**src/rtl/adc_sample_timer_if.sv**
```systemverilog
`default_nettype none
// ============================================================================
// Module   : adc_sample_timer_if
// Purpose  : Channel-configuration handshake bundle for adc_sample_timer.
// Revision : 1.0 - initial release
// ============================================================================
interface adc_sample_timer_if #(
   parameter int NUM_CH = 4,
   parameter int CNT_W  = 16
);
   localparam int c_CH_W = (NUM_CH > 1) ? $clog2(NUM_CH) : 1;

   logic              cfg_valid;
   logic              cfg_ready;
   logic [c_CH_W-1:0] cfg_ch;
   logic [CNT_W-1:0]  cfg_div;
   logic [CNT_W-1:0]  cfg_high;
   logic [CNT_W-1:0]  cfg_phase;

   modport master (
      output cfg_valid, cfg_ch, cfg_div, cfg_high, cfg_phase,
      input  cfg_ready
   );

   modport slave (
      input  cfg_valid, cfg_ch, cfg_div, cfg_high, cfg_phase,
      output cfg_ready
   );
endinterface
`default_nettype wire

```
**src/rtl/adc_sample_timer.sv**
```systemverilog
`default_nettype none
// ============================================================================
// Module   : adc_sample_timer
// Purpose  : Multi-channel ADC sample timer: per-channel duty level and
//            period-start strobe with run-time divisor/high/phase config.
// Revision : 1.0 - initial release
// ============================================================================
module adc_sample_timer #(
   parameter int NUM_CH      = 4,
   parameter int CNT_W       = 16,
   parameter int DEFAULT_DIV = 3000
) (
   input  wire logic              clk,
   input  wire logic              rst_n,
   input  wire logic              enable,
   input  wire logic              sync,
   adc_sample_timer_if.slave      cfg,
   output logic [NUM_CH-1:0]      clk_enable,
   output logic [NUM_CH-1:0]      sample_strobe
);
   localparam int                c_CH_W   = (NUM_CH > 1) ? $clog2(NUM_CH) : 1;
   localparam logic [c_CH_W:0]   c_NUM_CH = (c_CH_W + 1)'(NUM_CH);
   localparam logic [CNT_W-1:0]  c_ONE    = CNT_W'(1);
   localparam logic [CNT_W-1:0]  c_TWO    = CNT_W'(2);

   logic              r_pend;
   logic [c_CH_W-1:0] r_pend_ch;
   logic [CNT_W-1:0]  r_pend_div;
   logic [CNT_W-1:0]  r_pend_high;
   logic [CNT_W-1:0]  r_pend_phase;

   logic              w_discard;
   logic              w_pend_ok;
   logic [NUM_CH-1:0] w_apply;
   logic [CNT_W-1:0]  w_cap_div;
   logic [CNT_W-1:0]  w_cap_phase;

   // Out-of-range values are clamped once, on capture into the slot.
   always_comb begin
      w_cap_div   = (cfg.cfg_div < c_TWO) ? c_TWO : cfg.cfg_div;
      w_cap_phase = (cfg.cfg_phase >= w_cap_div) ? (w_cap_div - c_ONE) : cfg.cfg_phase;
   end

   assign w_discard     = r_pend && ({1'b0, r_pend_ch} >= c_NUM_CH);
   assign w_pend_ok     = r_pend && !w_discard;
   assign cfg.cfg_ready = !r_pend;

   always_ff @(posedge clk or negedge rst_n) begin
      if (!rst_n) begin
         r_pend       <= 1'b0;
         r_pend_ch    <= '0;
         r_pend_div   <= '0;
         r_pend_high  <= '0;
         r_pend_phase <= '0;
      end else if (r_pend) begin
         if ((|w_apply) || w_discard)
            r_pend <= 1'b0;
      end else if (cfg.cfg_valid) begin
         r_pend       <= 1'b1;
         r_pend_ch    <= cfg.cfg_ch;
         r_pend_div   <= w_cap_div;
         r_pend_high  <= cfg.cfg_high;
         r_pend_phase <= w_cap_phase;
      end
   end

   for (genvar i = 0; i < NUM_CH; i++) begin : g_ch
      logic [CNT_W-1:0] r_count;
      logic [CNT_W-1:0] r_div;
      logic [CNT_W-1:0] r_high;
      logic [CNT_W-1:0] r_phase;
      logic             r_run;
      logic             r_ce;
      logic             r_st;
      logic             w_wrap;
      logic [CNT_W-1:0] w_div;
      logic [CNT_W-1:0] w_high;
      logic [CNT_W-1:0] w_phase;
      logic [CNT_W-1:0] w_next;

      // Wrap is judged against the period in progress, so a new divisor
      // only takes hold from the count==0 it is applied on.
      assign w_wrap     = r_run && (r_count == (r_div - c_ONE));
      assign w_apply[i] = w_pend_ok && (r_pend_ch == c_CH_W'(i)) &&
                          (!enable || !r_run || sync || w_wrap);

      assign w_div   = w_apply[i] ? r_pend_div   : r_div;
      assign w_high  = w_apply[i] ? r_pend_high  : r_high;
      assign w_phase = w_apply[i] ? r_pend_phase : r_phase;

      always_comb begin
         w_next = r_count + c_ONE;
         if (!enable || !r_run || sync)
            w_next = w_phase;
         else if (w_wrap)
            w_next = '0;
      end

      always_ff @(posedge clk or negedge rst_n) begin
         if (!rst_n) begin
            r_count <= '0;
            r_div   <= CNT_W'(DEFAULT_DIV);
            r_high  <= CNT_W'(DEFAULT_DIV / 2);
            r_phase <= '0;
            r_run   <= 1'b0;
            r_ce    <= 1'b0;
            r_st    <= 1'b0;
         end else begin
            r_div   <= w_div;
            r_high  <= w_high;
            r_phase <= w_phase;
            r_count <= w_next;
            r_run   <= enable;
            r_ce    <= enable && (w_next < w_high);
            r_st    <= enable && (w_next == '0);
         end
      end

      assign clk_enable[i]    = r_ce;
      assign sample_strobe[i] = r_st;
   end
endmodule
`default_nettype wire

```
**src/flat_wrapper.sv**
```systemverilog
// flat-port wrapper written by rule: the top's interface ports become plain ports
module adc_sample_timer_flat 
#(
   parameter int NUM_CH      = 4,
   parameter int CNT_W       = 16,
   parameter int DEFAULT_DIV = 3000
)
  (clk, rst_n, enable, sync, clk_enable, sample_strobe, cfg_cfg_valid, cfg_cfg_ch, cfg_cfg_div, cfg_cfg_high, cfg_cfg_phase, cfg_cfg_ready);
  adc_sample_timer_if #(.NUM_CH(NUM_CH), .CNT_W(CNT_W)) cfg_i ();
  input  wire logic clk;
  input  wire logic rst_n;
  input  wire logic enable;
  input  wire logic sync;
  output logic [NUM_CH-1:0] clk_enable;
  output logic [NUM_CH-1:0] sample_strobe;
  input wire logic [$bits(cfg_i.cfg_valid)-1:0] cfg_cfg_valid;
  input wire logic [$bits(cfg_i.cfg_ch)-1:0] cfg_cfg_ch;
  input wire logic [$bits(cfg_i.cfg_div)-1:0] cfg_cfg_div;
  input wire logic [$bits(cfg_i.cfg_high)-1:0] cfg_cfg_high;
  input wire logic [$bits(cfg_i.cfg_phase)-1:0] cfg_cfg_phase;
  output wire logic [$bits(cfg_i.cfg_ready)-1:0] cfg_cfg_ready;
  assign cfg_i.cfg_valid = cfg_cfg_valid;
  assign cfg_i.cfg_ch = cfg_cfg_ch;
  assign cfg_i.cfg_div = cfg_cfg_div;
  assign cfg_i.cfg_high = cfg_cfg_high;
  assign cfg_i.cfg_phase = cfg_cfg_phase;
  assign cfg_cfg_ready = cfg_i.cfg_ready;
  adc_sample_timer #(.NUM_CH(NUM_CH), .CNT_W(CNT_W), .DEFAULT_DIV(DEFAULT_DIV)) u_core (.clk(clk), .rst_n(rst_n), .enable(enable), .sync(sync), .cfg(cfg_i), .clk_enable(clk_enable), .sample_strobe(sample_strobe));
endmodule
```
**config.mk**
```make
export PLATFORM = sky130hd
export DESIGN_NAME = adc_sample_timer_flat
export DESIGN_NICKNAME = d
export VERILOG_FILES = /design/src/rtl/adc_sample_timer_if.sv /design/src/rtl/adc_sample_timer.sv /design/src/flat_wrapper.sv
export SDC_FILE = /design/constraint.sdc
export NUM_CORES = 1
export LEC_CHECK = 0
export ABC_AREA = 1
export BUFFER_PORTS_ARGS = -buffer_cell sky130_fd_sc_hd__buf_4
export CAP_MARGIN = 30
export CORE_MARGIN = 1
export CORE_UTILIZATION = 55
export DETAILED_ROUTE_END_ITERATION = 12
export GPL_ROUTABILITY_DRIVEN = 1
export GPL_TIMING_DRIVEN = 0
export PLACE_DENSITY = 0.71
export SLEW_MARGIN = 40
export SYNTH_ARGS = -nofsm -noshare
export SYNTH_HDL_FRONTEND = slang
export SYNTH_SLANG_ARGS = --single-unit
```
**constraint.sdc**
```tcl
create_clock -name clk -period 8.36 [get_ports clk]
set_input_delay 1.672 -clock clk [delete_from_list [all_inputs] [get_ports clk]]
set_output_delay 1.672 -clock clk [all_outputs]
set_load 0.005 [all_outputs]
```
==> impl_results.rst <==
.. list-table::
   :header-rows: 1

   * - Metric
     - Value
   * - Clock tree from TritonCTS
     - done
   * - WL/cell
     - 18.8 um
   * - Placed Area
     - 19,200 um^2
   * - Critical Path Fanout Max
     - 10
   * - Dominant delay contributor by cell family on the critical path
     - buffers and inverters
   * - Count of flip-flops with a built-in enable after synthesis
     - 0
   * - Weighted congestion at the end of routability-driven global placement
     - 0.937
   * - Syn avg cell area
     - 7.71 um^2
   * - Clock period minus worst slack
     - 5550 ps
   * - Cell with the largest stage delay on the worst path
     - nor3_4
   * - Via/cell ratio
     - 5.49
   * - Number of port buffers
     - 63
   * - Post-synthesis cell count
     - 2,347
   * - Reg2reg setup slack
     - 3910 ps
   * - R2R cell count
     - 15
   * - Overall die area
     - 33,600 um^2
   * - Overall die height
     - 183 um
   * - Status
     - finished clean
   * - Clk_lat worst skew
     - 510 ps
   * - Crit path buffers/inverters
     - 6
   * - Count of max-cap constraint violations
     - 0
   * - Number of antenna violations at the first check in global routing
     - 5
   * - Worst-path cell chain
     - buf_4 > clkinv_1 > nor3_4 > buf_2 > inv_2 > clkbuf_1 > clkbuf_1 > nand2_1 > o21ai_0 > ha_1 > a21oi_1 > o21ai_0 > nand3_1 > a21oi_1 > a2111o_1 > a21oi_1
   * - Setup TNS
     - 0 ps
   * - HPWL after detailed placement
     - 40.6 mm
   * - Num CTS Buffers
     - 37
   * - Normalized max-slew margin
     - 44.5%
   * - Final Power
     - 0.00852 W
   * - Share of post-route cells with drive strength above 1
     - 11.3%
   * - Total GRT Usage
     - 33.7%
   * - Hold Path Sink
     - u_core.g_ch[1].r_phase[14]
   * - Worst setup SP type
     - input pin
   * - Share of the clock period used by the worst path
     - 66.4%
   * - Post-route standard cell area excluding fillers
     - 20,400 um^2
   * - CTS sink count
     - 316
   * - Final hold violation count
     - 0
   * - FMAX
     - 180 MHz
   * - Largest net degree at the start of global routing
     - 74
   * - Residual overflow from global routing
     - 0
   * - Setup CP Type
     - input pin to flop
   * - Reg-to-Reg Start
     - u_core.g_ch[0].r_run
   * - Wire length of the first global-routing pass
     - 85.4 mm
   * - Vias in the first global route
     - 15,300
   * - Crit path required time
     - 8800 ps
   * - Max H-tree Level
     - 2
   * - Residual antenna-violating net count after detailed routing
     - 0
   * - Vias after detailed routing
     - 16,000
   * - Hold depth
     - 2
   * - Path class of the lowest-slack min-delay path
     - flop to flop
   * - Distinct cells, synth
     - 51
   * - CTS clock-pin slew for the worst setup and hold paths
     - 60 ps
   * - Fraction of the yosys area taken by sequential cells
     - 44.1%
   * - Skew final
     - 14.5 ps
   * - Hold Startpoint
     - u_core.g_ch[1].r_phase[14]
   * - P per Cell Area
     - 418 nW/um^2
   * - Buffers inserted during post-CTS setup optimization
     - 0
   * - Drt pass-1 iters
     - 5
   * - Type of element capturing the critical path
     - flop
   * - Worst reg2reg path endpoint
     - u_core.g_ch[0].r_ce
   * - Layout Nets
     - 2,593
   * - Maximum clock path buffer count
     - 3
   * - Clock Tree Root
     - clkbuf_16
   * - Initial DRC count
     - 1,242
   * - Initial Util
     - 55.7%
   * - #FFs+latches synth
     - 316
   * - Die outline width
     - 183 um
   * - Critical Path Most Common Cell
     - a21oi_1
   * - DRC Markers
     - 0
   * - Most used flip-flop cell after synthesis
     - dfrtp_1
   * - Slew at the pin with the worst max-slew slack
     - 833 ps
   * - Signal arrival time at the worst endpoint
     - 5990 ps
   * - Number of warnings issued by yosys
     - 0
   * - RSZ-0062 raised after global routing
     - false
   * - Routed wire length
     - 54.9 mm
   * - Core box area
     - 32,500 um^2
   * - Asr flop ratio synth
     - 100%
   * - Leakage power of the design
     - 10.5 nW
   * - Number of ports placed on the die boundary
     - 64
   * - Post-synthesis to final-layout area growth
     - 12.7%
   * - Worst vdd ir
     - 0.000238 V
   * - CTS hold repair buffers
     - 0
   * - Final-report max-slew violation count
     - 0
   * - Post-CTS Resized
     - 0
   * - Final setup viols
     - 0
   * - Mapped Area
     - 18,100 um^2
   * - Stage delay of the slowest cell on the critical path
     - 770 ps
   * - Syn nets
     - 2,487
   * - FP Rows
     - 66
## registers in the layout, indices dropped and copies added (netlist names), 2 cells and up
name                 cells
u_core.g_ch.r_ce         4
u_core.g_ch.r_count     64
u_core.g_ch.r_div       64
u_core.g_ch.r_high      64
u_core.g_ch.r_phase     64
u_core.g_ch.r_st         4
u_core.r_pend_ch         2
u_core.r_pend_div       16
u_core.r_pend_high      16
u_core.r_pend_phase     16
## through the flow
step | worst slack (ps) | instances | utilization (%) | hold WS [ps]
after global routing | 2680 | 2920 | 62.8 | 479
after floorplan | 4190 | 2347 | - | 438
after CTS | 2830 | 2920 | 62.8 | 470
after global placement | 2110 | 2852 | 58.9 | 450
after detailed placement | 2330 | 2856 | 59.3 | 455
final | 2810 | 2923 | 62.8 | 471
## synth_stat cells (all sizes together), types with 3 or more instances
cell | count | area [um^2]
a211oi | 11 | 82.6
a21oi | 38 | 190
a32o | 3 | 30.0
and2 | 12 | 75.1
buf | 35 | 236
clkbuf | 39 | 146
dfrtp | 260 | 6510
dfstp | 56 | 1470
ha | 85 | 1060
inv | 335 | 1260
nand2 | 685 | 2660
nand3 | 127 | 653
nand3b | 9 | 67.6
nand4 | 21 | 131
nor2 | 204 | 828
nor3 | 26 | 140
nor4 | 4 | 31.3
o211ai | 12 | 100
o21a | 17 | 135
o21ai | 244 | 1240
o221ai | 4 | 35.0
o22ai | 4 | 25.0
or2 | 8 | 50.1
xnor2 | 29 | 254
xor2 | 66 | 578
## metal layers
layer	track usage, %	vias up	part of all wire, %
li1	-	7660	-
met1	47.4	7674	44
met2	52.5	576	44
met3	3.44	129	6.9
met4	16.3	4	5.4
met5	0	-	0.046
## power by group
part / internal, W / switching (W)
Sequential: 0.00231 / 0.000675
Clock: 0.000910 / 0.000630
Combinational: 0.00138 / 0.00261
## logic make-up (layout without fill, tap and decap cells)
| logic type | count (synthesis) | count (layout) | share of synthesized area (%) |
|---|---|---|---|
| buffers and inverters | 411 | 542 | 9.11 |
| and+or+nand+nor | 1096 | 1096 | 25.6 |
| adders and majority gates | 85 | 85 | 5.88 |
| xor gates and xnor gates | 96 | 96 | 4.72 |
| other | 0 | 3 | 0 |
| DFF | 316 | 316 | 44.1 |
| AOI/OAI and AO/OA | 343 | 343 | 10.6 |
## tightest hold or removal path: cells and delay by family (launching register included)
family        cells  cell delay, ps
flops             1             320
simple gates      2             110
## worst max path at each step
| stage | slack [ps] | from | end | depth (start not counted) |
|---|---|---|---|---|
| final | 2810 | enable | u_core.g_ch[0].r_ce | 16 |
| after global routing | 2680 | enable | u_core.g_ch[0].r_ce | 16 |
| after CTS | 2830 | enable | u_core.g_ch[0].r_ce | 16 |
| after detailed placement | 2330 | enable | u_core.g_ch[0].r_ce | 16 |
| after global placement | 2110 | enable | u_core.g_ch[0].r_ce | 16 |
| after floorplan | 4190 | enable | u_core.g_ch[0].r_ce | 15 |
## cell usage in the layout (no fill, tap or decap), types with 50 or more instances in the layout
master / netlist / layout
xor2_1: 66 / 66
dfstp_2: 56 / 56
nand3_1: 125 / 125
nor2_1: 189 / 189
nand2_1: 657 / 657
buf_4: 8 / 70
ha_1: 85 / 85
inv_1: 329 / 329
clkbuf_1: 39 / 50
o21ai_0: 226 / 226
dfrtp_1: 260 / 260
## final cells by class
type | count | area [um^2]
fillers | 2863 | 12100
multi-input cells | 1620 | 8470
flip-flops and latches | 316 | 7980
inverters | 337 | 1260
clock buffers | 55 | 1060
repair buffers | 67 | 591
well taps | 442 | 553
plain buffers | 74 | 383
clock inverters | 9 | 80.1
diodes | 3 | 7.51
Note: power is estimated with default switching activity, not from simulation.
